--- src/rtl/game_countdown_timer.sv ---
// BCD M:SS game-time countdown with bonus-time addition, expiry/low-time flags
// and frame-latched display digits for the VGA digit renderer.
module game_countdown_timer #(
  parameter int START_MIN     = 2,
  parameter int START_SEC     = 0,
  parameter int BONUS_SEC     = 10,
  parameter int LOW_THRESHOLD = 10
) (
  input  logic       clk,
  input  logic       reset,
  input  logic       startOfFrame,
  input  logic       load,
  input  logic       decrease,
  input  logic       addTime,
  output logic [3:0] dispMin,
  output logic [3:0] dispTens,
  output logic [3:0] dispOnes,
  output logic       timeUp,
  output logic       timeOver,
  output logic       lowTime
);

  typedef enum logic [1:0] {
    S_IDLE    = 2'd0,
    S_RUN     = 2'd1,
    S_ADD     = 2'd2,
    S_EXPIRED = 2'd3
  } state_t;

  localparam logic [3:0] START_MIN_BCD  = 4'(START_MIN);
  localparam logic [3:0] START_TENS_BCD = 4'(START_SEC / 10);
  localparam logic [3:0] START_ONES_BCD = 4'(START_SEC % 10);
  localparam logic       START_IS_ZERO  = (START_MIN == 0) && (START_SEC == 0);
  localparam logic [6:0] BONUS_7        = 7'(BONUS_SEC);
  localparam logic [6:0] LOW_7          = 7'(LOW_THRESHOLD);

  state_t     state_q, state_d;
  logic [3:0] min_q, min_d, tens_q, tens_d, ones_q, ones_d;
  logic [6:0] pending_q, pending_d;
  logic       owed_q, owed_d;
  logic       timeup_q, timeup_d;
  logic [3:0] disp_min_q, disp_min_d, disp_tens_q, disp_tens_d, disp_ones_q, disp_ones_d;

  logic [3:0] dec_min, dec_tens, dec_ones;
  logic [3:0] inc_min, inc_tens, inc_ones;
  logic       at_zero, at_max, dec_hits_zero;
  logic [7:0] pend_sum;
  logic [6:0] pend_sat;
  logic [6:0] secs;

  // State register
  always_ff @(posedge clk or posedge reset) begin
    if (reset) begin
      state_q     <= S_IDLE;
      min_q       <= 4'd0;
      tens_q      <= 4'd0;
      ones_q      <= 4'd0;
      pending_q   <= 7'd0;
      owed_q      <= 1'b0;
      timeup_q    <= 1'b0;
      disp_min_q  <= 4'd0;
      disp_tens_q <= 4'd0;
      disp_ones_q <= 4'd0;
    end else begin
      state_q     <= state_d;
      min_q       <= min_d;
      tens_q      <= tens_d;
      ones_q      <= ones_d;
      pending_q   <= pending_d;
      owed_q      <= owed_d;
      timeup_q    <= timeup_d;
      disp_min_q  <= disp_min_d;
      disp_tens_q <= disp_tens_d;
      disp_ones_q <= disp_ones_d;
    end
  end

  // BCD one-second step in each direction, plus the saturating bonus accumulator
  always_comb begin
    dec_min  = min_q;
    dec_tens = tens_q;
    dec_ones = ones_q - 4'd1;
    if (ones_q == 4'd0) begin
      dec_ones = 4'd9;
      dec_tens = tens_q - 4'd1;
      if (tens_q == 4'd0) begin
        dec_tens = 4'd5;
        dec_min  = min_q - 4'd1;
      end
    end
    inc_min  = min_q;
    inc_tens = tens_q;
    inc_ones = ones_q + 4'd1;
    if (ones_q == 4'd9) begin
      inc_ones = 4'd0;
      inc_tens = tens_q + 4'd1;
      if (tens_q == 4'd5) begin
        inc_tens = 4'd0;
        inc_min  = min_q + 4'd1;
      end
    end
    at_zero       = (min_q == 4'd0) && (tens_q == 4'd0) && (ones_q == 4'd0);
    at_max        = (min_q == 4'd9) && (tens_q == 4'd5) && (ones_q == 4'd9);
    dec_hits_zero = (min_q == 4'd0) && (tens_q == 4'd0) && (ones_q == 4'd1);
    pend_sum      = {1'b0, pending_q} + (addTime ? {1'b0, BONUS_7} : 8'd0);
    pend_sat      = (pend_sum > 8'd127) ? 7'd127 : pend_sum[6:0];
  end

  // Next-state logic
  always_comb begin
    state_d   = state_q;
    min_d     = min_q;
    tens_d    = tens_q;
    ones_d    = ones_q;
    pending_d = pending_q;
    owed_d    = owed_q;
    timeup_d  = 1'b0;
    if (load) begin
      min_d     = START_MIN_BCD;
      tens_d    = START_TENS_BCD;
      ones_d    = START_ONES_BCD;
      pending_d = 7'd0;
      owed_d    = 1'b0;
      state_d   = START_IS_ZERO ? S_EXPIRED : S_RUN;
    end else begin
      case (state_q)
        S_RUN: begin
          if (addTime) begin
            // A decrement arriving with the bonus is deferred until the bonus is applied
            pending_d = pend_sat;
            owed_d    = owed_q | decrease;
            state_d   = S_ADD;
          end else if ((decrease || owed_q) && !at_zero) begin
            min_d  = dec_min;
            tens_d = dec_tens;
            ones_d = dec_ones;
            owed_d = 1'b0;
            if (dec_hits_zero) begin
              state_d  = S_EXPIRED;
              timeup_d = 1'b1;
            end
          end
        end
        S_ADD: begin
          owed_d = owed_q | decrease;
          if (at_max) begin
            pending_d = 7'd0;
            state_d   = S_RUN;
          end else begin
            min_d  = inc_min;
            tens_d = inc_tens;
            ones_d = inc_ones;
            if (pend_sat <= 7'd1) begin
              pending_d = 7'd0;
              state_d   = S_RUN;
            end else begin
              pending_d = pend_sat - 7'd1;
            end
          end
        end
        default: ;
      endcase
    end
  end

  // Output logic
  always_comb begin
    disp_min_d  = startOfFrame ? min_q  : disp_min_q;
    disp_tens_d = startOfFrame ? tens_q : disp_tens_q;
    disp_ones_d = startOfFrame ? ones_q : disp_ones_q;
    secs        = 7'(tens_q) * 7'd10 + 7'(ones_q);
    lowTime     = ((state_q == S_RUN) || (state_q == S_ADD)) && (min_q == 4'd0) && (secs <= LOW_7);
    timeOver    = (state_q == S_EXPIRED);
    timeUp      = timeup_q;
    dispMin     = disp_min_q;
    dispTens    = disp_tens_q;
    dispOnes    = disp_ones_q;
  end

endmodule

--- config.mk ---
export PLATFORM = sky130hd
export DESIGN_NAME = game_countdown_timer
export DESIGN_NICKNAME = d
export VERILOG_FILES = /design/src/rtl/game_countdown_timer.sv
export SDC_FILE = /design/constraint.sdc
export NUM_CORES = 1
export LEC_CHECK = 0
export CAP_MARGIN = 0
export CORE_ASPECT_RATIO = 1.25
export CORE_MARGIN = 5
export CORE_UTILIZATION = 55
export CTS_CLUSTER_SIZE = 14
export DETAILED_ROUTE_END_ITERATION = 7
export HOLD_SLACK_MARGIN = 0.1
export PLACE_DENSITY = 0.78
export SYNTH_ARGS = -nofsm -noshare
export SYNTH_HDL_FRONTEND = slang
export SYNTH_SLANG_ARGS = --single-unit
--- constraint.sdc ---
create_clock -name clk -period 7.3 [get_ports clk]
set_input_delay 1.095 -clock clk [delete_from_list [all_inputs] [get_ports clk]]
set_output_delay 1.095 -clock clk [all_outputs]
set_load 0.01 [all_outputs]
==> results of run 1 <==
==> sequential cells by signal, summed over array words and instances (netlist names) <==
register   flops
pending_q      7
min_q          4
owed_q         1
dispMin        4
timeUp         1
state_q        2
dispOnes       4
dispTens       4
tens_q         4
ones_q         4
==> final cells by class <==
cell class              count  area (um^2)  share of cell area
clock buffers               6         72.6              0.0240
clock inverters             1         30.0             0.00993
inverters                  15         56.3              0.0186
multi-input cells         214         1700               0.562
flip-flops and latches     35          876               0.289
well taps                  60         75.1              0.0248
repair buffers             22          215              0.0711
==> cells by family (layout without fill, tap and decap cells) <==
group	count (synthesis)	count (layout)	synth area share
fa+ha+maj	23	23	0.115
buf+inv	29	44	0.0450
simple gates	84	84	0.178
flops	35	35	0.325
xor+xnor	13	13	0.0478
compound gates	81	81	0.236
mux	13	13	0.0538
==> final timing paths <==
kind / start / endpoint / slack (ns) / cells after the start
min in group asynchronous: reset / dispMin[3] / 1.21 / 3
hold / removal: pending_q[3] / pending_q[3] / 0.50 / 2
setup / recovery: tens_q[3] / lowTime / 2.97 / 7
max in group asynchronous: reset / dispOnes[3] / 5.78 / 3
hold reg to reg: pending_q[3] / pending_q[3] / 0.50 / 2
setup reg to reg: state_q[0] / min_q[3] / 3.61 / 9
==> report_power, final <==
| part | switching [uW] | leakage (uW) | internal, uW |
|---|---|---|---|
| Combinational | 286 | 0.000815 | 250 |
| Clock | 68.2 | 0.0000513 | 100 |
| Sequential | 73.8 | 0.000463 | 247 |
==> synth_stat cells (4+ instances only) <==
cell type and count:
nand2_1 14, inv_1 14, mux2_2 12, xor2_1 7, xnor2_1 5, o31ai_1 6, a211o_1 5, nand3_1 9
ha_1 20, nor3_1 9, buf_2 4, a21oi_1 18, o21ai_0 16, dfrtp_1 35, clkbuf_1 8, nor2_1 18
or4_1 4
==> metrics by stage <==
stage	setup slack, ns	hold slack (ns)
3_3_place_gp	3.31	0.475
5_1_grt	2.81	0.535
2_1_floorplan	3.90	0.453
6_report	2.97	0.502
4_1_cts	2.96	0.502
3_5_place_dp	3.14	0.487
==> routing by layer <==
| layer | vias to the layer above | part of all wire | GRT usage |
|---|---|---|---|
| met5 | - | 0 | 0 |
| met1 | 1069 | 0.43 | 0.272 |
| met3 | 10 | 0.034 | 0.0295 |
| met4 | 0 | 0.014 | 0.0671 |
| met2 | 51 | 0.52 | 0.341 |
| li1 | 1066 | - | - |
==> tightest hold or removal path, stage by stage (launching register included) <==
cell	delay, ns
dfrtp_1	0.36
nand2_1	0.05
o31ai_1	0.06
==> key figures, run 1 <==
Route
  – Antenna Violating Nets Remaining: 0
  – Post-Route WL: 5.81 mm
  – # DRC: 0
  – First-pass detailed-route iteration total: 6
  – Drt wl/cell: 16.5 um
  – Iteration-0 DRC Markers: 186
  – Vias per cell: ~6.2
  – Vias: 2,196

Timing
  – Final setup fails: 0
  – Worst slew pin tran: 1.11 ns
  – Setup tns final: 0 ns
  – RSZ-0062 raised after global routing: no
  – Period utilization: 0.593
  – Final Hold Fails: 0
  – Clk_skew: ~0.0055 ns
  – Slew Limit Headroom: 0.262
  – Minimum clock period after layout: approximately 4.3 ns
  – Slew Viols, Final: 0
  – Max Fclk: roughly 230 MHz

Cells and area
  – Area grow syn2layout: 12.2%
  – Final std cells w/o fill: 353
  – Design area: 0.00303 mm^2
  – Final core occ: 0.635
  – Fillers: 430
  – Commonest non-fill, non-tap cell in the layout: dfrtp_1
  – Nets: 322
  – Share of cells above drive strength 1: 0.133
  – N_diodes: 0
  – Most frequent cells in the layout: dfrtp_1, ha_1, clkdlybuf4s50_1, nor2_1, a21oi_1

Worst setup path
  – Critical Path End Type: output pin
  – CP max stage cell: clkdlybuf4s50_1
  – Crit path DAT: 3.24 ns
  – Crit path max fanout: 12
  – CP Cell Sequence: ha_1 -> ha_1 -> fa_1 -> xnor2_1 -> or4_1 -> a211oi_1 -> clkdlybuf4s50_1
  – Worst Path Required: 6.20 ns
  – CP Launch Type: flip-flop
  – Critical Setup Path Class: flip-flop to output pin
  – Peak per-stage delay on the critical path: approximately 0.56 ns
  – Delay-heaviest family, CP: adder cells
  – CP most frequent cell: ha_1
  – CP bufs+invs: 1

Floorplan
  – Top Ports: 21
  – Die ar.: 0.00641 mm^2
  – Chip height: between 80 and 90 um
  – Die width: 72.6 um
  – Core area: 0.00476 mm^2
  – Core Rows: 28
  – Initial core utilization: 0.566

Place
  – Placed cell areas: a little under 0.003 mm^2
  – PortBufs: 20
  – Dpl hpwl: just over 4 mm
  – Global placer's final weighted congestion: 0.870
  – Inst Count DP: about 350

Yosys
  – Post-synthesis async set-or-reset flop share: 1.00
  – Number of enable flip-flop cells after synthesis: 0
  – #FFs+latches synth: 35
  – Yosys top cell by area: dfrtp_1
  – Syn nets: 307
  – Most used DFF post-synth: dfrtp_1
  – Count of cell types in the netlist: 67
  – Post-synthesis sequential area ratio: 0.325
  – Mapped Cells: 278
  – Synth top area cells: dfrtp_1, ha_1, mux2_2
  – Cell area after synthesis: 0.00270 mm^2
  – Synth top area share: 0.325
  – Synth warnings: 0
  – Synthesized area per cell: 9.70 um^2

Clocking
  – Clock root buffer: clkbuf_8
  – Post-CTS setup buffers: 0
  – H-tree depth: 2
  – Clk Latency, worst-skew pair: 0.29 ns
  – # hold bufs at CTS: 0
  – Clock slew at reported path FFs: 0.07 ns
  – Clk buf depth: 2
  – Post-CTS sizing: 0
  – Clock Sinks: 35
  – CTS Buf Count: 5
  – CTS tree: done

GRT
  – Initial antenna violation count: 0
  – Tot GR Track Use: 0.204
  – Grt ovf: 0
  – Global-route wire length before repair: 10.4 mm
  – Largest net degree at the start of global routing: 36
  – Vias in the first global route: 2,191

Pwr
  – Lkg Pwr: 0.00133 uW
  – Final total power: 1020 uW
  – Pwr Density: 339 mW/mm^2
  – Worst VDD drop: between 0.00015 and 0.0002 V

Min path
  – Worst hold path class: flip-flop to flip-flop

Job
  – Max Cap Viol: 0

Status
  – Status: finished clean
Power figures use the tool's default switching activity.
==> run 2, diff against run 1 <==
- clock period: 7.3 -> 4.3 ns (I/O delays scaled with it)
==> key figures, run 2 (synthesis results as in run 1) <==
Clocking
  – # hold bufs at CTS: 0 (unchanged)
  – Post-CTS sizing: 0 (unchanged)
  – Post-CTS setup buffers: 0 (unchanged)
  – CTS tree: done
  – CTS Buf Count: 5 (unchanged)
  – Clk Latency, worst-skew pair: 0.29 ns (about the same)
  – Clock slew at reported path FFs: 0.06 ns (about the same)
  – Clock root buffer: clkbuf_8
  – Clock Sinks: 35 (unchanged)
  – Clk buf depth: 2 (unchanged)
  – H-tree depth: 2 (unchanged)

Route
  – Antenna Violating Nets Remaining: 0 (unchanged)
  – Vias: 2,178 (-0.82%)
  – Iteration-0 DRC Markers: 272 (+46%)
  – Vias per cell: 6.14 (-1.4%)
  – First-pass detailed-route iteration total: 5 (-1)
  – # DRC: 0 (unchanged)
  – Drt wl/cell: 15.7 um (-4.7%)
  – Post-Route WL: 5.57 mm (-4.1%)

Place
  – Dpl hpwl: 3.97 mm (-3.2%)
  – PortBufs: 20 (unchanged)
  – Global placer's final weighted congestion: 0.879 (+1.0%)

Timing
  – Final Hold Fails: 0 (unchanged)
  – Minimum clock period after layout: 3.90 ns
  – Worst slew pin tran: 0.792 ns (-0.315 ns)
  – Period utilization: 0.907
  – Clk_skew: 0.00660 ns (+0.00114 ns)
  – Final setup fails: 0 (unchanged)
  – Slew Limit Headroom: 0.470 (+0.209)
  – Slew Viols, Final: 0 (unchanged)
  – Setup tns final: 0 ns (unchanged)
  – RSZ-0062 raised after global routing: no
  – Max Fclk: roughly 260 MHz

GRT
  – Grt ovf: 0 (unchanged)
  – Initial antenna violation count: 0 (unchanged)
  – Largest net degree at the start of global routing: 36 (unchanged)
  – Tot GR Track Use: 0.194 (-0.0104)
  – Global-route wire length before repair: 9.87 mm (-5.5%)
  – Vias in the first global route: 2,151 (-1.8%)

Floorplan
  – Die width: 72.6 um (unchanged)
  – Core Rows: 28 (unchanged)
  – Chip height: 88.3 um (unchanged)
  – Die ar.: 0.00641 mm^2 (unchanged)
  – Initial core utilization: 0.566 (unchanged)
  – Top Ports: 21 (unchanged)
  – Core area: 0.00476 mm^2 (unchanged)

Cells and area
  – N_diodes: 0 (unchanged)
  – Commonest non-fill, non-tap cell in the layout: dfrtp_1
  – Largest reg by FF count: pending_q
  – Area grow syn2layout: 12.7%
  – Final core occ: 0.638 (+0.00315)
  – Nets: 324 (+0.62%)
  – Share of cells above drive strength 1: 0.139 (+0.00588)
  – Max reg flops: 7 (unchanged)
  – Most frequent cells in the layout: dfrtp_1, ha_1, clkdlybuf4s50_1, nor2_1, a21oi_1

Pwr
  – Pwr Density: 570 mW/mm^2 (+68%)
  – Lkg Pwr: 0.00134 uW (+0.72%)
  – Worst VDD drop: 0.000322 V (+86%)

Status
  – Status: finished clean

Min path
  – Worst hold path class: flip-flop to flip-flop

Worst setup path
  – CP bufs+invs: 1 (unchanged)
  – Critical Setup Path Class: flip-flop to output pin
  – Crit path max fanout: 12 (unchanged)
  – CP max stage cell: dfrtp_1
  – CP Launch Type: flip-flop
  – CP most frequent cell: ha_1
  – Critical Path End Type: output pin
  – CP Cell Sequence: ha_1 -> ha_1 -> fa_1 -> xnor2_1 -> or4_1 -> a211oi_1 -> clkdlybuf4s50_1
  – Peak per-stage delay on the critical path: 0.59 ns (+0.03 ns)
  – Worst Path Required: 3.65 ns (-2.55 ns)
  – Delay-heaviest family, CP: adder cells
  – Crit path DAT: 3.25 ns (about the same)

Job
  – Max Cap Viol: 0 (unchanged)
## run 2: worst paths after layout
path	start	to	slack [ns]	cells after the start
worst min register to register	dispTens[2]	dispTens[2]	0.50	1
max in group asynchronous	reset	ones_q[0]	3.24	3
worst max register to register	pending_q[1]	pending_q[5]	1.58	10
worst min-delay path	dispTens[2]	dispTens[2]	0.50	1
min in group asynchronous	reset	min_q[1]	0.75	3
worst max-delay path	tens_q[3]	lowTime	0.40	7
## run 2: final cells by class
| class | count | area, um^2 |
|---|---|---|
| Tap cell | 60 | 75.1 |
| Multi-Input combinational cell | 214 | 1700 |
| Timing Repair Buffer | 24 | 230 |
| Clock buffer | 6 | 72.6 |
| Clock inverter | 1 | 30.0 |
| Sequential cell | 35 | 876 |
| Fill cell | 401 | 1720 |
| Inverter | 15 | 56.3 |
## run 2: stage by stage
step           power [uW]  cell area [um^2]  instances  hold WS, ns  worst slack, ns
6_report             1730              3040        355        0.504            0.401
5_1_grt              1880              3040        355        0.524            0.253
4_1_cts              1740              3040        355        0.502            0.390
3_5_place_dp         1450              2940        348        0.481            0.672
3_3_place_gp         1420              2940        348        0.476            0.757
2_1_floorplan        1210              2700        278        0.453             1.35
## run 2: layer usage
metal | GRT usage | share of wire | vias up | wire (um)
li1 | - | - | 1077 | -
met1 | 0.257 | 0.45 | 1042 | 2530
met3 | 0.0307 | 0.037 | 11 | 204
met4 | 0.0738 | 0.021 | 0 | 118
met2 | 0.318 | 0.49 | 48 | 2720
met5 | 0 | 0 | - | 0
## run 2: where the power goes
group / internal [uW] / leakage (uW) / total [uW] / switching (uW)
clock network: 170 / 0.0000513 / 285 / 115
registers: 419 / 0.000463 / 547 / 128
logic: 426 / 0.000824 / 900 / 474
total: 1010 / 0.00134 / 1730 / 717
